===== config.mk =====
export PLATFORM = sky130hd
export DESIGN_NAME = fwd_operand_stage
export DESIGN_NICKNAME = d
export VERILOG_FILES = /design/src/rtl/fwd_operand_stage.sv
export SDC_FILE = /design/constraint.sdc
export NUM_CORES = 1
export LEC_CHECK = 0
export BUFFER_PORTS_ARGS = -buffer_cell sky130_fd_sc_hd__buf_2
export CAP_MARGIN = 40
export CORE_ASPECT_RATIO = 2
export CORE_UTILIZATION = 53
export DETAILED_ROUTE_END_ITERATION = 8
export GPL_TIMING_DRIVEN = 0
export PLACE_DENSITY_LB_ADDON = 0.1
export RECOVER_POWER = 25
export SLEW_MARGIN = 10
export SYNTH_ARGS = -nofsm -noshare
export SYNTH_HDL_FRONTEND = slang
export SYNTH_SLANG_ARGS = --single-unit

===== constraint.sdc =====
create_clock -name clk -period 7.2 [get_ports clk]
set_input_delay 2.16 -clock clk [delete_from_list [all_inputs] [get_ports clk]]
set_output_delay 2.16 -clock clk [all_outputs]
set_load 0.02 [all_outputs]

===== src/rtl/fwd_operand_stage.sv =====
// ID/EX operand register with MEM/WB forwarding, one-cycle load-use bubble,
// back-pressure hold, flush and a saturating stall-cycle counter.
module fwd_operand_stage #(
    parameter int DW   = 32,
    parameter int AW   = 5,
    parameter int NOPS = 2,
    parameter int SCW  = 16
) (
    input  logic               clk,
    input  logic               rst_n,
    input  logic               flush,
    input  logic               id_valid,
    output logic               id_ready,
    input  logic [NOPS*AW-1:0] id_rs,
    input  logic [NOPS*DW-1:0] id_rdata,
    input  logic [AW-1:0]      id_rd,
    input  logic               id_we,
    input  logic               id_is_load,
    input  logic [AW-1:0]      mem_rd,
    input  logic               mem_we,
    input  logic               mem_is_load,
    input  logic [DW-1:0]      mem_data,
    input  logic [AW-1:0]      wb_rd,
    input  logic               wb_we,
    input  logic [DW-1:0]      wb_data,
    input  logic               ex_ready,
    output logic               ex_valid,
    output logic [NOPS*DW-1:0] ex_op,
    output logic [NOPS*2-1:0]  ex_fsel,
    output logic [AW-1:0]      ex_rd,
    output logic               ex_we,
    output logic               ex_is_load,
    output logic [SCW-1:0]     stall_cnt
);

    logic               r_ex_valid;
    logic [AW-1:0]      r_ex_rd;
    logic               r_ex_we;
    logic               r_ex_is_load;
    logic [NOPS*AW-1:0] r_rs;
    logic [NOPS*DW-1:0] r_data;
    logic [SCW-1:0]     r_stall_cnt;

    logic               w_hz;
    logic [NOPS*DW-1:0] w_latch_data;
    logic [NOPS*DW-1:0] w_op;
    logic [NOPS*2-1:0]  w_fsel;

    always_comb begin
        w_hz         = 1'b0;
        w_latch_data = id_rdata;
        for (int unsigned i = 0; i < NOPS; i++) begin
            if (r_ex_valid && r_ex_is_load && r_ex_we && (r_ex_rd != '0) &&
                (r_ex_rd == id_rs[i*AW +: AW]))
                w_hz = 1'b1;
            // Write-through covers the register file write landing this same edge.
            if (wb_we && (wb_rd != '0) && (wb_rd == id_rs[i*AW +: AW]))
                w_latch_data[i*DW +: DW] = wb_data;
        end
    end

    always_comb begin
        w_op   = r_data;
        w_fsel = '0;
        for (int unsigned i = 0; i < NOPS; i++) begin
            if (r_ex_valid) begin
                if (mem_we && !mem_is_load && (mem_rd != '0) && (mem_rd == r_rs[i*AW +: AW])) begin
                    w_op[i*DW +: DW] = mem_data;
                    w_fsel[i*2 +: 2] = 2'b10;
                end else if (wb_we && (wb_rd != '0) && (wb_rd == r_rs[i*AW +: AW])) begin
                    w_op[i*DW +: DW] = wb_data;
                    w_fsel[i*2 +: 2] = 2'b01;
                end
            end
        end
    end

    always_ff @(posedge clk or negedge rst_n) begin
        if (!rst_n) begin
            r_ex_valid   <= 1'b0;
            r_ex_rd      <= '0;
            r_ex_we      <= 1'b0;
            r_ex_is_load <= 1'b0;
            r_rs         <= '0;
            r_data       <= '0;
            r_stall_cnt  <= '0;
        end else if (flush) begin
            r_ex_valid <= 1'b0;
        end else if (!ex_ready) begin
            r_ex_valid <= r_ex_valid;
        end else if (w_hz) begin
            r_ex_valid <= 1'b0;
            r_ex_we    <= 1'b0;
            if (r_stall_cnt != '1)
                r_stall_cnt <= r_stall_cnt + SCW'(1);
        end else begin
            r_ex_valid   <= id_valid;
            r_ex_rd      <= id_rd;
            r_ex_we      <= id_we & id_valid;
            r_ex_is_load <= id_is_load;
            r_rs         <= id_rs;
            r_data       <= w_latch_data;
        end
    end

    assign id_ready   = flush | (ex_ready & ~w_hz);
    assign ex_valid   = r_ex_valid;
    assign ex_op      = w_op;
    assign ex_fsel    = w_fsel;
    assign ex_rd      = r_ex_rd;
    assign ex_we      = r_ex_we;
    assign ex_is_load = r_ex_is_load;
    assign stall_cnt  = r_stall_cnt;

endmodule


After elaboration in Yosys (flattened, before gate mapping)
Index checks and enable logic that the tools add are counted.
{"block": "totals", "register_bits": 98, "in_bits": 163, "out_inout_bits": 93, "elab_cells": 64}
{"block": "op_classes", "add_sub_neg": 1, "eq_ne": 9, "n_mux": 20, "bitwise_logic": 5, "n_reduce_logical": 22}
{"op": "32-bit 2-to-1 mux", "n": 8}
{"op": "5-bit == test", "n": 8}
{"op": "16-bit by 1-bit adder with 16-bit output (second input constant)", "n": 1}
{"op": "16-bit inequality test (second input constant)", "n": 1}
{"op": "5-bit nonzero test", "n": 3}
{"op": "1-bit logical AND", "n": 14}
{"op": "1-bit 2-to-1 mux", "n": 8}
{"op": "2-bit 2-to-1 mux", "n": 4}
{"op": "4-bit AND reduction", "n": 1}
{"op": "3-bit AND reduction", "n": 1}
{"op": "1-bit AND", "n": 2}
{"op": "1-bit inverter", "n": 2}
{"op": "2-bit AND reduction", "n": 1}
{"op": "2-bit nonzero test", "n": 1}
{"op": "1-bit logical NOT", "n": 1}
{"op": "1-bit OR", "n": 1}

Depth between registers and ports, before layout
Gate-level depths: netlist of run 1.
{"block": "logic_depth", "ltp_word": 9, "depth_mapped": 8, "depth_no_buf": 6}

Least setup slack after synthesis of run 1
Ideal clock, no wire load.
{"block": "synth_path", "kind": "in2out", "startpoint": "input wb_rd[1]", "endpoint": "output ex_op[0]", "t_arrival_ns": 3.770, "required_ns": 5.040, "slack_ns": 1.270, "cell_stages": 8, "path_buffers": 2, "cell_sequence": "buf_2 > or4_4 > o21ai_4 > nor4_2 > o21ai_4 > buf_6 > nand2_1 > o221ai_1"}
{"block": "synth_between", "elab_chain_len": 6, "elab_cells_between_ends": 7, "cone_classes": "eq/ne: 1; mux: 3; reduce/logical: 3"}
{"element": "start, declared", "line_no": "23", "source": "input logic [AW-1:0] wb_rd,"}
{"element": "5-bit nonzero test", "line_no": "70", "source": "end else if (wb_we && (wb_rd != '0) && (wb_rd == r_rs[i*AW +: AW])) begin"}
{"element": "1-bit logical AND", "line_no": "70"}
{"element": "1-bit logical AND *", "line_no": "70"}
{"element": "32-bit 2-to-1 mux *", "line_no": "70"}
{"element": "32-bit 2-to-1 mux *", "line_no": "67", "source": "if (mem_we && !mem_is_load && (mem_rd != '0) && (mem_rd == r_rs[i*AW +: AW])) begin"}
{"element": "32-bit 2-to-1 mux *", "line_no": "66", "source": "if (r_ex_valid) begin"}
{"element": "end, declared", "line_no": "28", "source": "output logic [NOPS*DW-1:0] ex_op,"}
Mark *: on every way between the ends. The rest lies on a longest branch, timed or not.

Worst setup path in the final report of run 1
{"block": "layout_path", "startpoint": "input wb_rd[2]", "endpoint": "output ex_op[47]"}
The elaborated chain is that of the path after synthesis.

==> reports/summary.txt, run 1 <==
Max Fclk = 0.1584 GHz
CTS Buffer Depth = 2
Power Internal = 0.001092 W
CP Buf/Inv Count = 3
Slew headroom = -39.62%
Clock slew at reported path FFs = 0.07 ns
Mapped Nets = 853
MaxCap Viol Count = 1
Num CTS Buffers = 9
Sequential cell area fraction in the yosys report = 39.15%
DR vias = 6545
First-pass GRT wire length = 33.11 mm
Sw Share = 32.52%
Worst-margin pin slew = 2.094 ns
Most used cell, CP = buf_2
Clock share of power = 32.4%
Tmin final = 6.312 ns
Worst EP arrival = 4.15 ns
Final Hold Fails = 0
Clock skew = 0.005813 ns
Row count = 55
Cts repair resizes = 0
Most used DFF post-synth = dfrtp_1
Synthesized area per cell = 9.091 um2
Core area = 11420 um2
Root Buffer = clkbuf_16
Initial Util = 54.83%
Drt drc = 0
VDD IR max = 0.1460 mV
P_sw = 0.0005261 W
Ys Warns = 0
CP Cell Sequence = buf_2, or4_4, o21ai_4, nor4_2, nand2_1, buf_4, o221ai_1, buf_2
IO Port Bufs = 250
WL/cell = 19.67 um
Count of cell types in the netlist = 40
DRT Wirelength = 21.63 mm
Final nets = 1115
Gate power share = 27.0%
Io pins = 256
Leakage Power = 3.765 nW
WS Path Type = in2out
Initial antenna violation count = 2
Die width = 78.87 um
CP delay by family, top = simple AND/OR/NAND/NOR gates
Setup violations, final = 0
Power, Total = 0.001618 W
CP Launch Type = input port
Flip-flop and latch count after synthesis = 98
Routed Antenna Nets = 0
CTS tree = yes
Starting DRT DRC Count = 482
RSZ-0062 raised after global routing = false
Die ar. = 12280 um2
Failing checks = capacitance limit, slew limit
Hold buffers post-CTS = 0
Post-synth EDFFs = 0
Post-CTS Setup Inserts = 0
P&R area growth vs syn = 28.49%
Sink Count = 98
Seq pwr share = 40.6%
Min-Delay Path Class = reg2reg
Setup crit end kind = primary output
Critical path's largest stage delay = 0.54 ns
Status = complete, but fails checks
Layout cells sized above 1 = 34.10%
Vias per cell = 5.950
Largest net degree at the start of global routing = 65
GPL Wtd Cong = 0.9000
Critical path peak fanout = 10
GRT overflow = 0
H-tree depth = 3
Power Dens Cells = 201.1 nW/um2
Vias in the first global route = 6609
Cell Area, Synth = 6264 um2
Max Slew Vio Count = 35
Cells after Synth = 689
Critical Path RT = 5.04 ns
Async set or reset register ratio after synthesis = 100.0%
DIE HEIGHT = 155.7 um
R2r setup slk = 4.77 ns
Final period utilization = 87.66%
Setup TNS = 0 ns
Clock latency on the worst-skew pair = 0.35 ns
DP HPWL = 16.51 mm
GR Util All Layers = 35.35%
Iteration count of the initial detailed-routing pass = 5
CP max stage cell = or4_4
flip-flops by register name, indices dropped and copies added, names as in the netlist:
signal and cells:
ex_is_load 1, ex_rd 5, ex_valid 1, ex_we 1
r_data 64, r_rs 10, stall_cnt 16
layout make-up:
type	count	area [um2]
fill	937	3376
clock buffer	9	225.2
timing repair buffer	251	1277
inverter	3	11.26
sequential	98	2452
clock inverter	7	98.84
tap	142	177.7
antenna	2	5.005
multi-input combinational	534	3482
buffer	54	317.8
tightest hold or removal path: cells and delay by family, from the launching register on:
kind / cells / cell delay [ns]
AOI/OAI and AO/OA: 1 / 0.06
DFF: 1 / 0.35
and+or+nand+nor: 1 / 0.05
cell usage after synthesis, types with 7 or more instances:
master / n / area (um2)
nand3_1: 10 / 50.05
o21ai_1: 26 / 130.1
buf_2: 17 / 85.08
clkbuf_1: 21 / 78.83
buf_4: 7 / 52.55
nand4_1: 11 / 68.82
nand2_1: 199 / 747.0
xor2_1: 28 / 245.2
dfrtp_1: 98 / 2452
xnor2_1: 27 / 236.5
buf_6: 9 / 101.4
nor2_1: 11 / 41.29
o221ai_1: 61 / 534.3
mux2_4: 8 / 120.1
mux2i_1: 64 / 640.6
o21ai_0: 39 / 195.2
mux2_2: 7 / 78.83
final timing paths:
check / from / end / cells after the start
max in group asynchronous: rst_n / ex_valid$_DFFE_PN0P_ / 1
min in group asynchronous: rst_n / r_data[12]$_DFFE_PN0P_ / 1
min: r_data[12]$_DFFE_PN0P_ / r_data[12]$_DFFE_PN0P_ / 2
min reg2reg: r_data[12]$_DFFE_PN0P_ / r_data[12]$_DFFE_PN0P_ / 2
max: wb_rd[2] / ex_op[47] / 8
max reg2reg: ex_rd[2]$_DFFE_PN0P_ / r_data[33]$_DFFE_PN0P_ / 6
power groups by stage:
stage                     Clock [W]  Combinational [W]  Sequential [W]
after floorplan                   0           0.000256        0.000662
final                      0.000525           0.000437        0.000657
after CTS                  0.000530           0.000435        0.000655
after global routing       0.000550           0.000471        0.000663
after global placement            0           0.000420        0.000662
after detailed placement          0           0.000433        0.000665
cell usage in the layout, fill, tap and decap left out, types with 7 or more instances in the layout:
cell	Yosys	routed
buf_2	17	266
buf_4	7	7
buf_6	9	9
clkbuf_1	21	22
clkbuf_16	0	9
dfrtp_1	98	98
mux2_2	7	7
mux2_4	8	8
mux2i_1	64	64
nand2_1	199	199
nand3_1	10	10
nand4_1	11	11
nor2_1	11	11
o21ai_0	39	39
o21ai_1	26	26
o221ai_1	61	61
xnor2_1	27	27
xor2_1	28	28
cells by family after synthesis:
logic type | count (synthesis) | share of synthesized area, %
AOI/OAI and AO/OA | 141 | 15.98
xor gates and xnor gates | 55 | 7.691
adders and majority gates | 1 | 0.1997
buffers and inverters | 57 | 5.254
DFF | 98 | 39.15
muxes | 81 | 13.76
and+or+nand+nor | 256 | 17.96
through the flow:
step                hold slack (ns)  util, %  std cells  instance area (um2)  setup slack [ns]
global placement             0.4621    67.34       1081                 7692            0.9304
finish                       0.4871    70.45       1100                 8048            0.8884
floorplan                    0.4497        -        689                 6264             1.270
global route                 0.5058    70.45       1100                 8048            0.8033
CTS                          0.4864    70.44       1098                 8046            0.9191
detailed placement           0.4709    67.60       1082                 7722            0.9294
routing by layer:
metal	part of all wire, %	vias to the layer above	GRT usage (%)	wire length [um]
li1	-	2976	-	-
met1	35	3183	36.71	7585
met2	54	313	65.63	11620
met3	6.7	73	6.491	1460
met4	4.4	0	18.70	962
met5	0	-	0	0
Power figures use the tool's default switching activity.
==> inputs of run 2 (changes only) <==
- ABC_AREA: not set -> 1
- CORE_UTILIZATION: 53 -> 58
==> reports/summary.txt, run 2 <==
Largest family of logic cells by synthesized area = simple AND/OR/NAND/NOR gates (unchanged)
GPL Wtd Cong = 0.9816 (was 0.9000)
Top cell type's share of synthesized area = 36.65% (was 39.15%)
CP Launch Type = input port (unchanged)
Clock slew at reported path FFs = 0.07 ns (about the same)
Leakage Power = 6.419 nW (was 3.765 nW)
Post-CTS Setup Inserts = 0 (unchanged)
Critical path peak fanout = 10 (unchanged)
Row count = 62 (was 55)
DRT Wirelength = 32.87 mm (was 21.63 mm)
GR Util met2 = 75.29% (was 65.63%)
Core area = 14430 um2 (was 11420 um2)
Starting DRT DRC Count = 811 (was 482)
Vias in the first global route = 10500 (was 6609)
DR vias = 10900 (was 6545)
Setup crit end kind = primary output (unchanged)
Critical Path RT = 5.04 ns (about the same)
Most used DFF post-synth = dfrtp_1 (unchanged)
Hold buffers post-CTS = 0 (unchanged)
Count of cell types in the netlist = 28 (was 40)
Largest net degree at the start of global routing = 75 (was 65)
Clock latency on the worst-skew pair = 0.37 ns (was 0.35 ns)
WL/cell = 17.02 um (was 19.67 um)
WS Path Type = in2out (unchanged)
Setup TNS = 0 ns (unchanged)
Die width = 88.12 um (was 78.87 um)
Setup violations, final = 0 (unchanged)
Initial Util = 59.63% (was 54.83%)
DIE HEIGHT = 174.2 um (was 155.7 um)
Iteration count of the initial detailed-routing pass = 6 (was 5)
Cell Area, Synth = 8603 um2 (was 6264 um2)
Worst hold margin = 0.5099 ns (was 0.4871 ns)
VDD IR max = 0.2024 mV (was 0.1460 mV)
Max Slew Vio Count = 25 (was 35)
Synth area leaders = nand2_1 37%, dfrtp_1 29%, nand3_1 8.6%, nand4_1 6.0%, inv_1 4.0% (was dfrtp_1 39%, nand2_1 12%, mux2i_1 10%, o221ai_1 8.5%, xor2_1 3.9%)
Cells on worst reg2reg path = 7 (was 6)
GR Util All Layers = 43.99% (was 35.35%)
Global Route met1 Usage = 44.80% (was 36.71%)
CTS Buffer Depth = 2 (unchanged)
Min-Delay Path Class = reg2reg (unchanged)
Cts repair resizes = 0 (unchanged)
Met3 GRT Util = 11.16% (was 6.491%)
Simple-gate share of the synthesized area = 55.21% (was 17.96%)
P&R area growth vs syn = 21.42% (was 28.49%)
CTS tree = yes (unchanged)
Placed Area = 10130 um2 (was 7722 um2)
Reg area = 2452 um2 (unchanged)
Fillers = 1374 (was 937)
Tmin final = 6.555 ns (was 6.312 ns)
Most used routing layer = met2 (unchanged)
Status = complete, but fails checks (unchanged)
Xor and xnor area share after synthesis = 4.276% (was 7.691%)
IO Port Bufs = 250 (unchanged)
DP HPWL = 24.41 mm (was 16.51 mm)
Max Fclk = 0.1526 GHz (was 0.1584 GHz)
R2R Path End = stall_cnt[11]$_DFFE_PN0P_ (was r_data[33]$_DFFE_PN0P_)
Num CTS Buffers = 9 (unchanged)
Top post-synthesis cells by count = 840 x nand2_1, 148 x nand3_1, 98 x dfrtp_1, 92 x inv_1, 82 x nand4_1 (was 199 x nand2_1, 98 x dfrtp_1, 64 x mux2i_1, 61 x o221ai_1, 39 x o21ai_0)
Final Hold Fails = 0 (unchanged)
Sequential cell area fraction in the yosys report = 28.50% (was 39.15%)
Commonest cells after routing, fill and taps aside = 840 x nand2_1, 293 x buf_2, 148 x nand3_1 (was 266 x buf_2, 199 x nand2_1, 98 x dfrtp_1)
Layout cells sized above 1 = 20.93% (was 34.10%)
Clock skew = 0.01084 ns (was 0.005813 ns)
Worst hold path startpoint = r_data[40]$_DFFE_PN0P_ (was r_data[12]$_DFFE_PN0P_)
Ys Warns = 0 (unchanged)
Synthesized area per cell = 5.845 um2 (was 9.091 um2)
Top-count cell post-synth = nand2_1 (unchanged)
Max FFs per register = 64 (unchanged)
Mux cell area share after synthesis = 0% (was 13.76%)
Power Dens Cells = 180.7 nW/um2 (was 201.1 nW/um2)
Worst-margin pin slew = 1.566 ns (was 2.094 ns)
Root Buffer = clkbuf_16 (unchanged)
Post-synth EDFFs = 0 (unchanged)
Largest Register = r_data (unchanged)
Area leader, netlist = nand2_1 (was dfrtp_1)
H-tree depth = 3 (unchanged)
Post-synthesis compound-gate area fraction = 1.003% (was 15.98%)
Flip-flop and latch count after synthesis = 98 (unchanged)
R2r setup slk = 5.20 ns (was 4.77 ns)
Min-Delay Endpoint = r_data[40]$_DFFE_PN0P_ (was r_data[12]$_DFFE_PN0P_)
Failing checks = capacitance limit, slew limit (unchanged)
MaxCap Viol Count = 1 (unchanged)
Synth Area in Adders = 0.1454% (was 0.1998%)
RSZ-0062 raised after global routing = false (unchanged)
Mapped Nets = 1636 (was 853)
Post-route cell area = 10450 um2 (was 8048 um2)
Io pins = 256 (unchanged)
Antenna diodes = 0 (was 2)
Initial antenna violation count = 0 (was 2)
Sink Count = 98 (unchanged)
Drt drc = 0 (unchanged)
Die ar. = 15350 um2 (was 12280 um2)
Worst r2r src = stall_cnt[0]$_DFFE_PN0P_ (was ex_rd[2]$_DFFE_PN0P_)
Slew headroom = -4.400% (was -39.62%)
Hold Crit Depth = 2 (unchanged)
GRT overflow = 0 (unchanged)
Final period utilization = 91.04% (was 87.66%)
Worst EP arrival = 4.40 ns (was 4.15 ns)
Cells after Synth = 1472 (was 689)
Multi-input gate area = 5216 um2 (was 3482 um2)
Vias per cell = 5.643 (was 5.950)
First-pass GRT wire length = 51.06 mm (was 33.11 mm)
Async set or reset register ratio after synthesis = 100.0% (unchanged)
Most common cell after layout, fill and taps aside = nand2_1 (was buf_2)
Final nets = 1898 (was 1115)
Routed Antenna Nets = 0 (unchanged)
Layout Utilization = 72.40% (was 70.45%)
[run 2: changes by cell type after synthesis, sizes merged, moves of 54 or more]
cell / previous run / this run
inv: 3 / 98
mux2i: 64 / 0
nand2: 199 / 846
nand3: 10 / 150
nand4: 11 / 84
o21ai: 69 / 15
o221ai: 61 / 0
[run 2: cells by family (layout without fill, tap and decap cells)]
logic type	count (synthesis)	count (layout)
xor+xnor	42	42
simple gates	1124	1124
flops	98	98
fa+ha+maj	1	1
buf+inv	192	459
compound gates	15	15
[run 2: per-layer routing]
layer | routed length, um | share of wire [%]
met1 | 10910 | 33
met2 | 16420 | 50
met3 | 3047 | 9.3
met4 | 2494 | 7.6
met5 | 0 | 0
[run 2: area by class of cell]
type / instances / share of cell area (%)
plain buffers: 94 / 5.426
clock buffers: 10 / 2.192
clock inverters: 6 / 0.9223
inverters: 98 / 3.521
multi-input cells: 1182 / 49.93
flip-flops and latches: 98 / 23.48
well taps: 192 / 2.300
repair buffers: 251 / 12.23
[run 2: critical path, cell delays in order]
cell and delay, ns:
buf_2 0.13, nor2_1 0.12, nand2_1 0.05, o21ai_0 0.47, inv_1 0.16, nand2_1 0.14, nand2_1 0.09, inv_2 0.16
clkbuf_1 0.44, nand2_1 0.10, nand2_1 0.17, buf_2 0.20
[run 2: how the worst max path moves through the flow]
stage	cells past startpoint	start	slack, ns	to
2_1_floorplan	11	wb_rd[3]	1.70	ex_op[54]
3_3_place_gp	12	mem_rd[2]	0.91	ex_op[42]
3_5_place_dp	12	mem_rd[0]	0.84	ex_op[42]
4_1_cts	12	mem_rd[0]	0.84	ex_op[42]
5_1_grt	12	mem_rd[0]	0.40	ex_op[12]
6_report	12	mem_rd[0]	0.64	ex_op[42]
[run 2: stage by stage]
step                setup slack, ns  instances  total power, W
floorplan                     1.703       1472        0.001079
global placement             0.9064       1914        0.001310
detailed placement           0.8420       1915        0.001326
CTS                          0.8351       1931        0.001869
global route                 0.3988       1931        0.001979
finish                       0.6449       1931        0.001888
[run 2: where the power goes]
group / internal [W] / switching [W] / total, W
clock: 0.000310 / 0.000243 / 0.000553
sequential: 0.000610 / 0.0000594 / 0.000669
combinational: 0.000223 / 0.000443 / 0.000666
==> inputs of run 3 (changes only) <==
- PLACE_DENSITY: not set -> 0.85
- PLACE_DENSITY_LB_ADDON: 0.1 -> not set
==> reports/summary.txt, run 3 (synthesis results as in run 2) <==
Clock slew at reported path FFs = 0.08 ns (was 0.07 ns)
WS Path Type = in2out (unchanged)
P&R area growth vs syn = 21.28% (was 21.42%)
Status = complete, but fails checks (unchanged)
Final Hold Fails = 0 (unchanged)
Iteration count of the initial detailed-routing pass = 5 (was 6)
H-tree depth = 3 (unchanged)
CP max stage cell = nor2_1 (was o21ai_0)
MaxCap Viol Count = 1 (unchanged)
Setup crit end kind = primary output (unchanged)
Hold Crit Depth = 2 (unchanged)
Vias in the first global route = 10650 (was 10500)
Critical Path RT = 5.04 ns (about the same)
Sink Count = 98 (unchanged)
Max Fclk = 0.1577 GHz (was 0.1526 GHz)
Cts repair resizes = 0 (unchanged)
DIE HEIGHT = 174.2 um (unchanged)
Max Slew Vio Count = 36 (was 25)
Clock latency on the worst-skew pair = 0.37 ns (about the same)
Setup TNS = 0 ns (unchanged)
Slew headroom = -53.69% (was -4.400%)
R2R Path End = stall_cnt[10]$_DFFE_PN0P_ (was stall_cnt[11]$_DFFE_PN0P_)
Most used cell, CP = nand2_1 (unchanged)
DRT Wirelength = 33.83 mm (was 32.87 mm)
R2r setup slk = 5.00 ns (was 5.20 ns)
CP Launch Type = input port (unchanged)
Initial antenna violation count = 2 (was 0)
Setup violations, final = 0 (unchanged)
VDD IR max = 0.1557 mV (was 0.2024 mV)
Vias per cell = 5.676 (was 5.643)
Largest Register = r_data (unchanged)
Core area = 14430 um2 (unchanged)
Clock skew = 0.01337 ns (was 0.01084 ns)
Routed Antenna Nets = 0 (unchanged)
WL/cell = 17.50 um (was 17.02 um)
Starting DRT DRC Count = 997 (was 811)
Dpl ws = 0.9853 ns (was 0.8420 ns)
Worst hold margin = 0.5076 ns (was 0.5099 ns)
First-pass GRT wire length = 53.21 mm (was 51.06 mm)
Final setup margin = 0.8606 ns (was 0.6449 ns)
DR vias = 10970 (was 10900)
Tmin final = 6.339 ns (was 6.555 ns)
GPL Wtd Cong = 0.9558 (was 0.9816)
Row count = 62 (unchanged)
GR Util All Layers = 46.18% (was 43.99%)
Most common cell after layout, fill and taps aside = nand2_1 (unchanged)
Worst-margin pin slew = 2.305 ns (was 1.566 ns)
Critical path's largest stage delay = 0.50 ns (was 0.47 ns)
Power Dens Cells = 178.7 nW/um2 (was 180.7 nW/um2)
Layout cells sized above 1 = 20.99% (was 20.93%)
Leakage Power = 6.413 nW (was 6.419 nW)
DP HPWL = 25.37 mm (was 24.41 mm)
Root Buffer = clkbuf_16 (unchanged)
CTS tree = yes (unchanged)
Worst EP arrival = 4.18 ns (was 4.40 ns)
CTS Buffer Depth = 2 (unchanged)
Commonest cells after routing, fill and taps aside = 840 x nand2_1, 293 x buf_2, 148 x nand3_1 (unchanged)
Critical path peak fanout = 10 (unchanged)
Worst r2r src = stall_cnt[0]$_DFFE_PN0P_ (unchanged)
Largest net degree at the start of global routing = 64 (was 75)
Min-Delay Endpoint = r_data[59]$_DFFE_PN0P_ (was r_data[40]$_DFFE_PN0P_)
Post-CTS Setup Inserts = 0 (unchanged)
GRT overflow = 0 (unchanged)
Die width = 88.12 um (unchanged)
Hold buffers post-CTS = 0 (unchanged)
IO Port Bufs = 250 (unchanged)
RSZ-0062 raised after global routing = false (unchanged)
Io pins = 256 (unchanged)
Final period utilization = 88.05% (was 91.04%)
Failing checks = capacitance limit, slew limit (unchanged)
Num CTS Buffers = 9 (unchanged)
Die ar. = 15350 um2 (unchanged)
Worst hold path startpoint = r_data[59]$_DFFE_PN0P_ (was r_data[40]$_DFFE_PN0P_)
Min-Delay Path Class = reg2reg (unchanged)
Initial Util = 59.63% (unchanged)
Drt drc = 0 (unchanged)
Final nets = 1898 (unchanged)
Max FFs per register = 64 (unchanged)
Cells on worst reg2reg path = 8 (was 7)
CP Cell Sequence = buf_2, xnor2_1, nand3_1, nor2_1, nand2_1, nand2_1, inv_2, clkbuf_1, nand2_1, nand2_1, buf_2 (was buf_2, nor2_1, nand2_1, o21ai_0, inv_1, nand2_1, nand2_1, inv_2, clkbuf_1, nand2_1, nand2_1, buf_2)
run 3: cell count changes in the layout (fill, tap and decap cells not counted), sizes merged:
cell,delta
clkinv,+1
clkbuf,-1
inv,+1
bufinv,-1
diode,+2
run 3: critical path, delay by kind of cell:
kind | cells | cell delay (ns)
XOR/XNOR | 1 | 0.19
AND/OR/NAND/NOR | 6 | 1.13
buffers and inverters | 4 | 0.68
run 3: power by group:
group / leakage (nW) / internal, W / switching (W) / total, W
clock: 0.150 / 0.000277 / 0.000252 / 0.000529
combinational: 5.02 / 0.000223 / 0.000444 / 0.000666
sequential: 1.24 / 0.000610 / 0.0000591 / 0.000669
run 3: layout make-up:
| type | instances | area, um2 |
|---|---|---|
| well taps | 192 | 240.2 |
| flip-flops and latches | 98 | 2452 |
| diodes | 2 | 5.005 |
| fillers | 1367 | 3995 |
| inverters | 98 | 367.9 |
| multi-input cells | 1182 | 5216 |
| plain buffers | 94 | 566.8 |
| clock inverters | 7 | 82.58 |
| clock buffers | 9 | 225.2 |
| repair buffers | 251 | 1277 |
run 3: how the worst max path moves through the flow:
stage               startpoint   endpoint  slack (ns)  cells after the start
finish               mem_rd[2]  ex_op[34]        0.86                     11
global route         mem_rd[0]   ex_op[9]        0.72                     11
CTS                  mem_rd[2]  ex_op[34]        0.98                     11
detailed placement   mem_rd[0]  ex_op[34]        0.99                     11
global placement     mem_rd[2]  ex_op[34]         1.0                     12
floorplan             wb_rd[3]  ex_op[54]        1.70                     11
run 3: stage by stage:
stage	cells	utilization (%)	cell area, um2	total power, W
after detailed placement	1915	70.20	10130	0.001327
final	1933	72.31	10430	0.001864
after floorplan	1472	-	8603	0.001079
after global placement	1914	69.96	10090	0.001311
after CTS	1931	72.33	10440	0.001845
after global routing	1933	72.31	10430	0.001954
run 3: routing by layer:
metal | part of all wire [%] | wire length [um] | track usage [%] | up-vias
li1 | - | - | - | 5126
met2 | 50 | 17060 | 77.58 | 697
met3 | 9.4 | 3169 | 12.16 | 223
met4 | 8.9 | 3013 | 38.98 | 0
met1 | 31 | 10590 | 45.68 | 4926
met5 | 0 | 0 | 0 | -
